`config.mk`:
```
export PLATFORM = sky130hd
export DESIGN_NAME = csi2_hdr_ecc_decoder
export DESIGN_NICKNAME = d
export VERILOG_FILES = /design/src/rtl/csi2_hdr_ecc_decoder.sv
export SDC_FILE = /design/constraint.sdc
export NUM_CORES = 1
export LEC_CHECK = 0
export ABC_AREA = 1
export CORE_MARGIN = 10
export CORE_UTILIZATION = 40
export DETAILED_ROUTE_END_ITERATION = 10
export PLACE_DENSITY_LB_ADDON = 0.08
export RECOVER_POWER = 25
export SLEW_MARGIN = 10
export SYNTH_ARGS = -nofsm -noshare
export SYNTH_HDL_FRONTEND = slang
export SYNTH_SLANG_ARGS = --single-unit
export TNS_END_PERCENT = 1
```
`constraint.sdc`:
```
create_clock -name clk_i -period 6.28 [get_ports clk_i]
set_input_delay 1.256 -clock clk_i [delete_from_list [all_inputs] [get_ports clk_i]]
set_output_delay 1.256 -clock clk_i [all_outputs]
set_load 0.005 [all_outputs]
```
`src/rtl/csi2_hdr_ecc_decoder.sv`:
```
// CSI-2 packet-header ECC checker/corrector: two-stage pipeline with valid/ready handshake.
// Optional error counters are built when CSI2_HDR_ECC_CNT_EN is defined; otherwise they read as 0.
module csi2_hdr_ecc_decoder #(
  parameter int HDR_W = 24,  // 24 (v1.x) or 26 (v2.0 with VCX)
  parameter int CNT_W = 16
) (
  input  logic             clk_i,
  input  logic             rst_i,
  input  logic             s_valid_i,
  output logic             s_ready_o,
  input  logic [HDR_W-1:0] s_hdr_i,
  input  logic [7:0]       s_ecc_i,
  output logic             m_valid_o,
  input  logic             m_ready_i,
  output logic [HDR_W-1:0] m_hdr_o,
  output logic             m_ok_o,
  output logic             m_corr_o,
  output logic             m_uncorr_o,
  output logic [4:0]       m_err_pos_o,
  input  logic             clr_cnt_i,
  output logic [CNT_W-1:0] corr_cnt_o,
  output logic [CNT_W-1:0] uncorr_cnt_o
);

  // CSI-2 columns: the twenty weight-3 codes ascending, then the weight-5 codes ascending.
  function automatic logic [6*HDR_W-1:0] build_cols();
    logic [6*HDR_W-1:0] c;
    int                 n;
    c = '0;
    n = 0;
    for (int w = 3; w <= 5; w += 2) begin
      for (int v = 0; v < 64; v++) begin
        if ($countones(6'(v)) == w && n < HDR_W) begin
          c[6*n +: 6] = 6'(v);
          n++;
        end
      end
    end
    return c;
  endfunction

  // Syndrome -> {hit, data bit index}; misses carry index 5'h1F.
  function automatic logic [383:0] build_lut(input logic [6*HDR_W-1:0] cols);
    logic [383:0] t;
    for (int s = 0; s < 64; s++) t[6*s +: 6] = {1'b0, 5'h1F};
    for (int j = 0; j < HDR_W; j++) t[6*int'(cols[6*j +: 6]) +: 6] = {1'b1, 5'(j)};
    return t;
  endfunction

  localparam logic [6*HDR_W-1:0] COLS = build_cols();
  localparam logic [383:0]       LUT  = build_lut(COLS);

  logic             w_adv;
  logic [5:0]       w_ecc_calc;
  logic [5:0]       w_lut;
  logic [HDR_W-1:0] w_hdr;
  logic             w_ok, w_corr, w_uncorr;
  logic [4:0]       w_pos;
  logic             w_unused;

  logic             r_s1_valid;
  logic [HDR_W-1:0] r_s1_hdr;
  logic [5:0]       r_s1_syn;
  logic             r_m_valid;
  logic [HDR_W-1:0] r_m_hdr;
  logic             r_m_ok, r_m_corr, r_m_uncorr;
  logic [4:0]       r_m_pos;

  assign w_adv = !r_m_valid || m_ready_i;

  always_comb begin
    w_ecc_calc = '0;
    for (int j = 0; j < HDR_W; j++) begin
      if (s_hdr_i[j]) w_ecc_calc = w_ecc_calc ^ COLS[6*j +: 6];
    end
  end

  // NOTE: every output of a combinational block gets a default first, so no path can infer a latch.
  always_comb begin
    w_lut    = LUT[6*int'(r_s1_syn) +: 6];
    w_hdr    = r_s1_hdr;
    w_ok     = 1'b0;
    w_corr   = 1'b0;
    w_uncorr = 1'b0;
    w_pos    = 5'h1F;
    if (r_s1_syn == 6'h00) begin
      w_ok = 1'b1;
    end else if (w_lut[5]) begin
      w_corr = 1'b1;
      w_pos  = w_lut[4:0];
      w_hdr  = r_s1_hdr ^ (HDR_W'(1) << w_lut[4:0]);
    end else if ($onehot(r_s1_syn)) begin
      w_corr = 1'b1;  // error sits in the ECC byte itself; data already correct
    end else begin
      w_uncorr = 1'b1;
    end
  end

  // NOTE: state registers use non-blocking assignments; the synchronous reset lives inside the clocked block.
  always_ff @(posedge clk_i) begin
    if (rst_i) begin
      r_s1_valid <= 1'b0;
      r_s1_hdr   <= '0;
      r_s1_syn   <= '0;
      r_m_valid  <= 1'b0;
      r_m_hdr    <= '0;
      r_m_ok     <= 1'b0;
      r_m_corr   <= 1'b0;
      r_m_uncorr <= 1'b0;
      r_m_pos    <= 5'h1F;
    end else if (w_adv) begin
      r_s1_valid <= s_valid_i;
      r_s1_hdr   <= s_hdr_i;
      r_s1_syn   <= s_ecc_i[5:0] ^ w_ecc_calc;
      r_m_valid  <= r_s1_valid;
      if (r_s1_valid) begin
        r_m_hdr    <= w_hdr;
        r_m_ok     <= w_ok;
        r_m_corr   <= w_corr;
        r_m_uncorr <= w_uncorr;
        r_m_pos    <= w_pos;
      end
    end
  end

  assign s_ready_o   = w_adv;
  assign m_valid_o   = r_m_valid;
  assign m_hdr_o     = r_m_hdr;
  assign m_ok_o      = r_m_ok;
  assign m_corr_o    = r_m_corr;
  assign m_uncorr_o  = r_m_uncorr;
  assign m_err_pos_o = r_m_pos;

`ifdef CSI2_HDR_ECC_CNT_EN
  logic             w_acc;
  logic [CNT_W-1:0] r_corr_cnt, r_uncorr_cnt;

  assign w_acc = r_m_valid && m_ready_i;

  // Clear wins over a same-cycle increment; both counters stick at all-ones.
  always_ff @(posedge clk_i) begin
    if (rst_i || clr_cnt_i) begin
      r_corr_cnt   <= '0;
      r_uncorr_cnt <= '0;
    end else begin
      if (w_acc && r_m_corr && r_corr_cnt != '1) r_corr_cnt <= r_corr_cnt + CNT_W'(1);
      if (w_acc && r_m_uncorr && r_uncorr_cnt != '1) r_uncorr_cnt <= r_uncorr_cnt + CNT_W'(1);
    end
  end

  assign corr_cnt_o   = r_corr_cnt;
  assign uncorr_cnt_o = r_uncorr_cnt;
  assign w_unused     = ^s_ecc_i[7:6];
`else
  assign corr_cnt_o   = '0;
  assign uncorr_cnt_o = '0;
  assign w_unused     = ^{s_ecc_i[7:6], clr_cnt_i};
`endif

endmodule

```
After elaboration in Yosys (flattened, before gate mapping)
Index checks and enable logic that the tools add are counted.
{"block": "op_classes", "add_sub_neg": 5, "n_mul": 1, "eq_ne": 1, "n_shift": 2, "mux": 35, "bitwise": 25, "n_reduce_logical": 4}
{"operator": "$shiftx A384 B10 Y6 const A", "n": 1}
{"operator": "$mux W6", "n": 13}
{"operator": "$not A3 Y3", "n": 19}
{"operator": "$mux W24", "n": 2}
{"operator": "$mux W5", "n": 9}
{"operator": "$shl A1 B5 Y24 const A", "n": 1}
{"operator": "$xor A24 B24 Y24", "n": 1}
{"operator": "$not A5 Y5", "n": 4}
{"operator": "$mux W4", "n": 3}
{"operator": "$mul A2 B6 Y8 const A", "n": 1}
{"operator": "$mux W1", "n": 7}
{"operator": "$add A1 B1 Y2", "n": 3}
{"operator": "$logic_not A6 Y1", "n": 1}
{"operator": "$xor A6 B6 Y6", "n": 1}
{"operator": "$add A2 B2 Y3", "n": 1}
{"operator": "$add A3 B2 Y3", "n": 1}
{"operator": "$eq A3 B1 Y1 const B", "n": 1}
{"operator": "$mux W3", "n": 1}
{"operator": "$reduce_and A2 Y1", "n": 1}
{"operator": "$logic_not A1 Y1", "n": 1}
{"operator": "$logic_or A1 B1 Y1", "n": 1}
{"block": "word_totals", "reg_bits": 64, "word_cells": 82}

Logic depth before layout (Yosys ltp)
Gate-level depths: netlist of the first run.
{"block": "depth", "word_depth": 48, "ltp_mapped": 18, "ltp_nobuf": 18}

Worst setup path after synthesis of the first run
Ideal clock, no wire load.
{"block": "synth_timing", "path_kind": "input -> output", "start": "in m_ready_i", "end": "out s_ready_o", "t_arrival_ns": 1.858, "t_required_ns": 5.024, "path_slack_ns": 3.166, "cell_stages": 3, "n_path_buf": 1, "cell_sequence": "nor2_1 > inv_1 > clkbuf_1"}
{"block": "synth_between", "elab_chain_cells": 1}
{"item": "start, declared", "line_no": "14", "source": "input logic m_ready_i,"}
{"item": "$logic_or A1 B1 Y1", "line_no": "69", "source": "assign w_adv = !r_m_valid || m_ready_i;"}
{"item": "end, declared", "line_no": "10", "source": "output logic s_ready_o,"}
Every way passes these cells.

Final worst setup path of the first run
Ends and elaborated chain as after synthesis.

==> results of run 1 <==
-- layer usage --
layer | track usage [%] | vias up
met1 | 20.0 | 1806
met2 | 23.6 | 88
met5 | 0 | -
met4 | 4.42 | 0
met3 | 4.87 | 12
li1 | - | 2106
-- placed cells by master (no fill, tap or decap), types with 24 or more instances in the layout --
cell	instances
o21ai_0	43
nor2_1	76
xor2_1	28
nand3_1	43
a21oi_1	29
conb_1	32
nand2_1	143
dlygate4sd3_1	24
clkdlybuf4s50_1	43
inv_1	67
dfxtp_1	64
xnor2_1	38
-- critical path, stage by stage --
cell and delay, ns:
clkdlybuf4s50_1 0.41, nor2_2 0.10, buf_4 0.38, inv_1 0.15, clkdlybuf4s50_1 0.48
-- kinds of logic after synthesis --
group,after synthesis,share of synthesized area (%)
other,1,0.0838
xor gates and xnor gates,66,12.9
buffers and inverters,136,15.0
DFF,64,28.6
and+or+nand+nor,304,30.0
AOI/OAI and AO/OA,86,10.4
adders and majority gates,9,3.02
-- power by group through the flow --
stage,sequential (mW),clock (mW),combinational (mW)
2_1_floorplan,0.483,0,0.637
3_3_place_gp,0.510,0,0.791
3_5_place_dp,0.511,0,0.798
4_1_cts,0.502,0.336,0.799
5_1_grt,0.510,0.347,0.900
6_report,0.502,0.322,0.785
-- worst max-delay path by stage --
| stage | startpoint | to |
|---|---|---|
| 3_3_place_gp | m_ready_i | s_ready_o |
| 6_report | m_ready_i | s_ready_o |
| 2_1_floorplan | m_ready_i | s_ready_o |
| 3_5_place_dp | m_ready_i | s_ready_o |
| 5_1_grt | m_ready_i | s_ready_o |
| 4_1_cts | m_ready_i | s_ready_o |
-- flip-flops by register name, summed over array words and instances (netlist names) --
register,count
m_hdr_o,24
r_s1_hdr,24
r_s1_syn,6
m_err_pos_o,5
m_corr_o,1
m_ok_o,1
m_uncorr_o,1
m_valid_o,1
r_s1_valid,1
-- stage by stage --
| stage | area, um2 | worst slack, ns |
|---|---|---|
| finish | 5260 | 2.22 |
| global route | 5260 | 2.11 |
| CTS | 5260 | 2.20 |
| detailed placement | 5080 | 2.21 |
| global placement | 5080 | 2.21 |
| floorplan | 4590 | 3.17 |
-- area by class of cell --
class / count / share of cell area (%)
inverters: 75 / 5.40
clock buffers: 12 / 2.95
multi-input cells: 497 / 50.4
clock inverters: 3 / 0.333
flip-flops and latches: 64 / 24.4
well taps: 140 / 3.33
repair buffers: 70 / 13.2
==> metrics, run 1 <==
Layout Skew 0.0115 ns; Reg power frac 31.2%; post-synth top area share 28.6%; R2R depth 10; met1 WL 5780 um; CTS Buf Count 9; synth cell count leaders nand2_1 (143), nor2_1 (78), inv_1 (67); total gr overflow 0; nets@finish 763; count leader, synth nand2_1; #FFs+latches synth 64; Top FF cell, synth dfxtp_1; Final Critical Period 4.06 ns; clock share of power 20.0%; status finished clean; clk sinks 64; Slew HR 27.2%; initial core utilization 41.1%; Req. time, crit path 5.02 ns; Switch Pwr 722 uW; Distinct cells, synth 36; warning count from the yosys run 0; DR top layer met4; first-pass detailed-route iteration total 4; first-pass GRT wire length 20000 um; Routed Antenna Nets 0; Residual DRC 0; clock tree buffer depth 2; filler cell count in the final layout 1172; MaxCap Viol Count 0; Port Buffer Count 67; critical path class in2out; setup TNS 0 ns; hold path start m_hdr_o[19]; Diodes inserted 0; number of synthesized flops with an enable pin 0; GPL Wtd Cong 0.866; GRT Util Overall 15.3%; share of cells above drive strength 1 7.91%; ranking of synthesized cells by area dfxtp_1 (29%), nand2_1 (12%), xnor2_1 (7.4%), nor2_1 (6.5%), buf_4 (5.9%); Die Ht 126 um; die area 0.0158 mm2; Setup Fix Bufs, Post-CTS 0; worst-path maximum fanout 44; worst reg2reg path endpoint m_corr_o; # rows 38; synth-to-layout area growth 17.5%; Post-CTS Hold Buffers 0; Comb pwr share 48.8%; largest net degree at the start of global routing 50; P_int 887 uW; area occupied by multi-input gates 0.00265 mm2; Yosys top cell by area dfxtp_1; area of the core 0.0109 mm2; RSZ-0062 raised after global routing no; Syn Inst Count 666; R2R Path Start r_s1_syn[3]; setup slack, reg-to-reg 3.26 ns; DP HPWL 9390 um; Hold WC Path Type reg2reg; Seq/Total Area, Yosys 28.6%; starting DRC count in detailed routing 222; H-Tree Level Count 3; post-cts resize count 0; initial antenna violation count 0; VDD IR max 0.138 mV; synthesized area per cell 6.72 um2; Final Cycle Share 64.6%; routed wl met3 837 um; Leak 2.46 nW; Max Clk Rate 246 MHz; crit start category input port; DP Cell Count 846; vias in the first global route 3859; Fin. Hold Viols 0; PwrDens 306 mW/mm2; Clk Latency, worst-skew pair 0.35 ns; post-route insts no fill 861; Critical Path AT 2.80 ns; Worst-path clk slew 0.07 ns; Netlist Area Pre-Place 0.00448 mm2; WHS 0.462 ns; root buf cell clkbuf_8; total power draw 1.61 mW; Seq. cell area 0.00128 mm2; Hold Path End m_hdr_o[19]; CTS tree done; via count 4012; hold path depth 2; I/O Pins 103; DIE WIDTH 126 um; # setup viols final 0; Setup crit end kind primary output; drt total wl 12000 um; Worst Tran Pin Value 1.09 ns; WL/cell 13.9 um; met2 WL 5220 um; Slew Viols, Final 0; post-synthesis async set-or-reset flop share 0%; Vias per Instance 4.66; switching share of power 44.9%; Finished Core Util 48.3%
No activity file was read; power rests on OpenSTA's default activity.
==> inputs of run 2 (changes only) <==
==> constraint.sdc (replaced) <==
create_clock -name clk_i -period 4.3 [get_ports clk_i]
set_input_delay 0.86 -clock clk_i [delete_from_list [all_inputs] [get_ports clk_i]]
set_output_delay 0.86 -clock clk_i [all_outputs]
set_load 0.005 [all_outputs]
==> run 2 against run 1 <==
  * Clock power is 59% higher
  * Final area is 0.57% higher
  * Global-route usage is 0.11 points lower
  * Core utilization is 0.28 points higher
  * Power is 50% higher
  * Via count is 0.27% higher
  * Non-clock buffer count is 3 higher
  * Clock-buffer cell count is 1 lower
  * Clock skew is 0.0013 ns lower
  * Worst setup slack worse by 0.94 ns
  * Critical path type unchanged
  * Sequential share of layout area is 0.14 points lower
==> metrics, run 2 (synthesized netlist as in run 1, its figures left out) <==
status finished clean; H-Tree Level Count 3 (unchanged); root buf cell clkbuf_8; CP top delay family buffers and inverters; first-pass GRT wire length 19900 um (-0.44%); crit path buf inv count 3 (-1); switching share of power 44.1% (-0.74 points); Residual DRC 0 (unchanged); Critical Path AT 2.16 ns (-0.64 ns); hold path start m_uncorr_o; synth-to-layout area growth 18.1%; initial antenna violation count 0 (unchanged); Reg power frac 29.8% (-1.4 points); Switch Pwr 1.06 mW (+47%); Crit. path cell count 4 (-1); share of cells above drive strength 1 8.01% (+0.11 points); Routed Antenna Nets 0 (unchanged); P_int 1.35 mW (+52%); I/O Pins 103 (unchanged); nets@finish 766 (+0.39%); setup slack, reg-to-reg 1.47 ns (-1.79 ns); Final Cycle Share 70.3%; VDD IR max 0.185 mV (+34%); most frequent cells in the layout nand2_1 (143), nor2_1 (77), inv_1 (67); WL/cell 14.0 um (+0.77%); R2R depth 11 (+1); first-pass detailed-route iteration total 5 (+1); Critical-path top delay cell dlygate4sd3_1; Clk Latency, worst-skew pair 0.35 ns (about the same); Worst-path clk slew 0.06 ns (about the same); Slew Viols, Final 0 (unchanged); RSZ-0062 raised after global routing no; via count 4023 (+0.27%); Diodes inserted 0 (unchanged); clk sinks 64 (unchanged); setup TNS 0 ns (unchanged); # setup viols final 0 (unchanged); post-cts resize count 0 (unchanged); Max Clk Rate 331 MHz; vias in the first global route 3892 (+0.86%); critical path class in2out; R2R Path Start r_s1_syn[3]; clock tree buffer depth 2 (unchanged); filler cell count in the final layout 1185 (+1.1%); Worst Tran Pin Value 0.914 ns (-0.175 ns); crit-path cells dlygate4sd3_1 > nor2_1 > inv_1 > clkdlybuf4s50_1; Die Ht 126 um (unchanged); PwrDens 456 mW/mm2 (+49%); area of the core 0.0109 mm2 (unchanged); largest net degree at the start of global routing 44 (-12%); crit start category input port; Setup Fix Bufs, Post-CTS 0 (unchanged); CTS tree done; initial core utilization 41.1% (unchanged); starting DRC count in detailed routing 196 (-12%); Seq. cell area 0.00128 mm2 (unchanged); drt total wl 12100 um (+1.1%); Fin. Hold Viols 0 (unchanged); Slew HR 39.1% (+12 points); area occupied by multi-input gates 0.00265 mm2 (about the same); worst setup path endpoint s_ready_o; clock share of power 21.2% (+1.2 points); Req. time, crit path 3.44 ns (-1.58 ns); DIE WIDTH 126 um (unchanged); Post-CTS Hold Buffers 0 (unchanged); # rows 38 (unchanged); Layout Skew 0.0102 ns (-0.00127 ns); Leak 2.44 nW (-0.83%); Port Buffer Count 67 (unchanged); total gr overflow 0 (unchanged); Vias per Instance 4.66 (about the same); Final Critical Period 3.02 ns; Comb pwr share 48.9% (about the same); critical path's largest stage delay 0.55 ns (+0.07 ns); most common cell after layout, fill and taps aside nand2_1; worst-path maximum fanout 2 (-95%); CTS Buf Count 9 (unchanged); GRT Util Overall 15.2% (-0.11 points); die area 0.0158 mm2 (unchanged); GPL Wtd Cong 0.872 (+0.67%); Hold WC Path Type reg2reg; DP HPWL 9610 um (+2.3%); Finished Core Util 48.6% (+0.28 points); Setup crit end kind primary output; CP Launch Point m_ready_i; worst reg2reg path endpoint m_corr_o; MaxCap Viol Count 0 (unchanged)
## run 2: cell count changes in the layout (fill, tap and decap cells not counted), sizes merged
cell           change
buf                +2
clkdlybuf4s50     +14
dlygate4sd3       -14
bufinv             +1
clkinvlp           -1
clkinv             +1
## run 2: worst min path at each step
stage / to / depth (start not counted)
finish: m_uncorr_o / 2
global route: m_uncorr_o / 2
CTS: m_hdr_o[22] / 2
detailed placement: m_hdr_o[22] / 2
global placement: m_hdr_o[22] / 2
floorplan: r_s1_hdr[10] / 2
## run 2: worst reg2reg max path, stage by stage, from the launching register on
cell and delay, ns:
dfxtp_1 0.30, buf_4 0.18, fa_1 0.49, inv_1 0.05, fa_1 0.48, inv_1 0.04
ha_1 0.17, inv_1 0.06, fa_1 0.40, a31oi_1 0.31, a2bb2oi_1 0.19, nor2_1 0.05
## run 2: stage by stage
step	instances	instance area [um2]	hold WS, ns	total power [mW]	setup slack (ns)
floorplan	697	4590	0.441	1.64	1.79
global placement	849	5110	0.453	1.92	1.35
detailed placement	849	5110	0.457	1.93	1.37
CTS	864	5290	0.467	2.45	1.35
global route	864	5290	0.484	2.62	1.21
finish	864	5290	0.462	2.41	1.28
## run 2: layout make-up
type / instances / share of cell area, %
repair buffers: 73 / 13.5
inverters: 75 / 5.37
well taps: 140 / 3.31
multi-input cells: 497 / 50.1
clock buffers: 11 / 2.67
flip-flops and latches: 64 / 24.2
clock inverters: 4 / 0.852
## run 2: metal layers
layer | vias to the layer above | global-route usage [%] | wire length, um
met2 | 109 | 24.2 | 5370
met5 | - | 0 | 0
met4 | 0 | 4.62 | 128
met1 | 1791 | 19.1 | 5670
met3 | 12 | 4.95 | 944
li1 | 2111 | - | -
## run 2: power by group through the flow
stage / combinational, mW / sequential (mW) / clock [mW]
global route: 1.34 / 0.730 / 0.549
detailed placement: 1.19 / 0.735 / 0
global placement: 1.19 / 0.732 / 0
CTS: 1.19 / 0.721 / 0.533
finish: 1.18 / 0.720 / 0.512
floorplan: 0.930 / 0.706 / 0
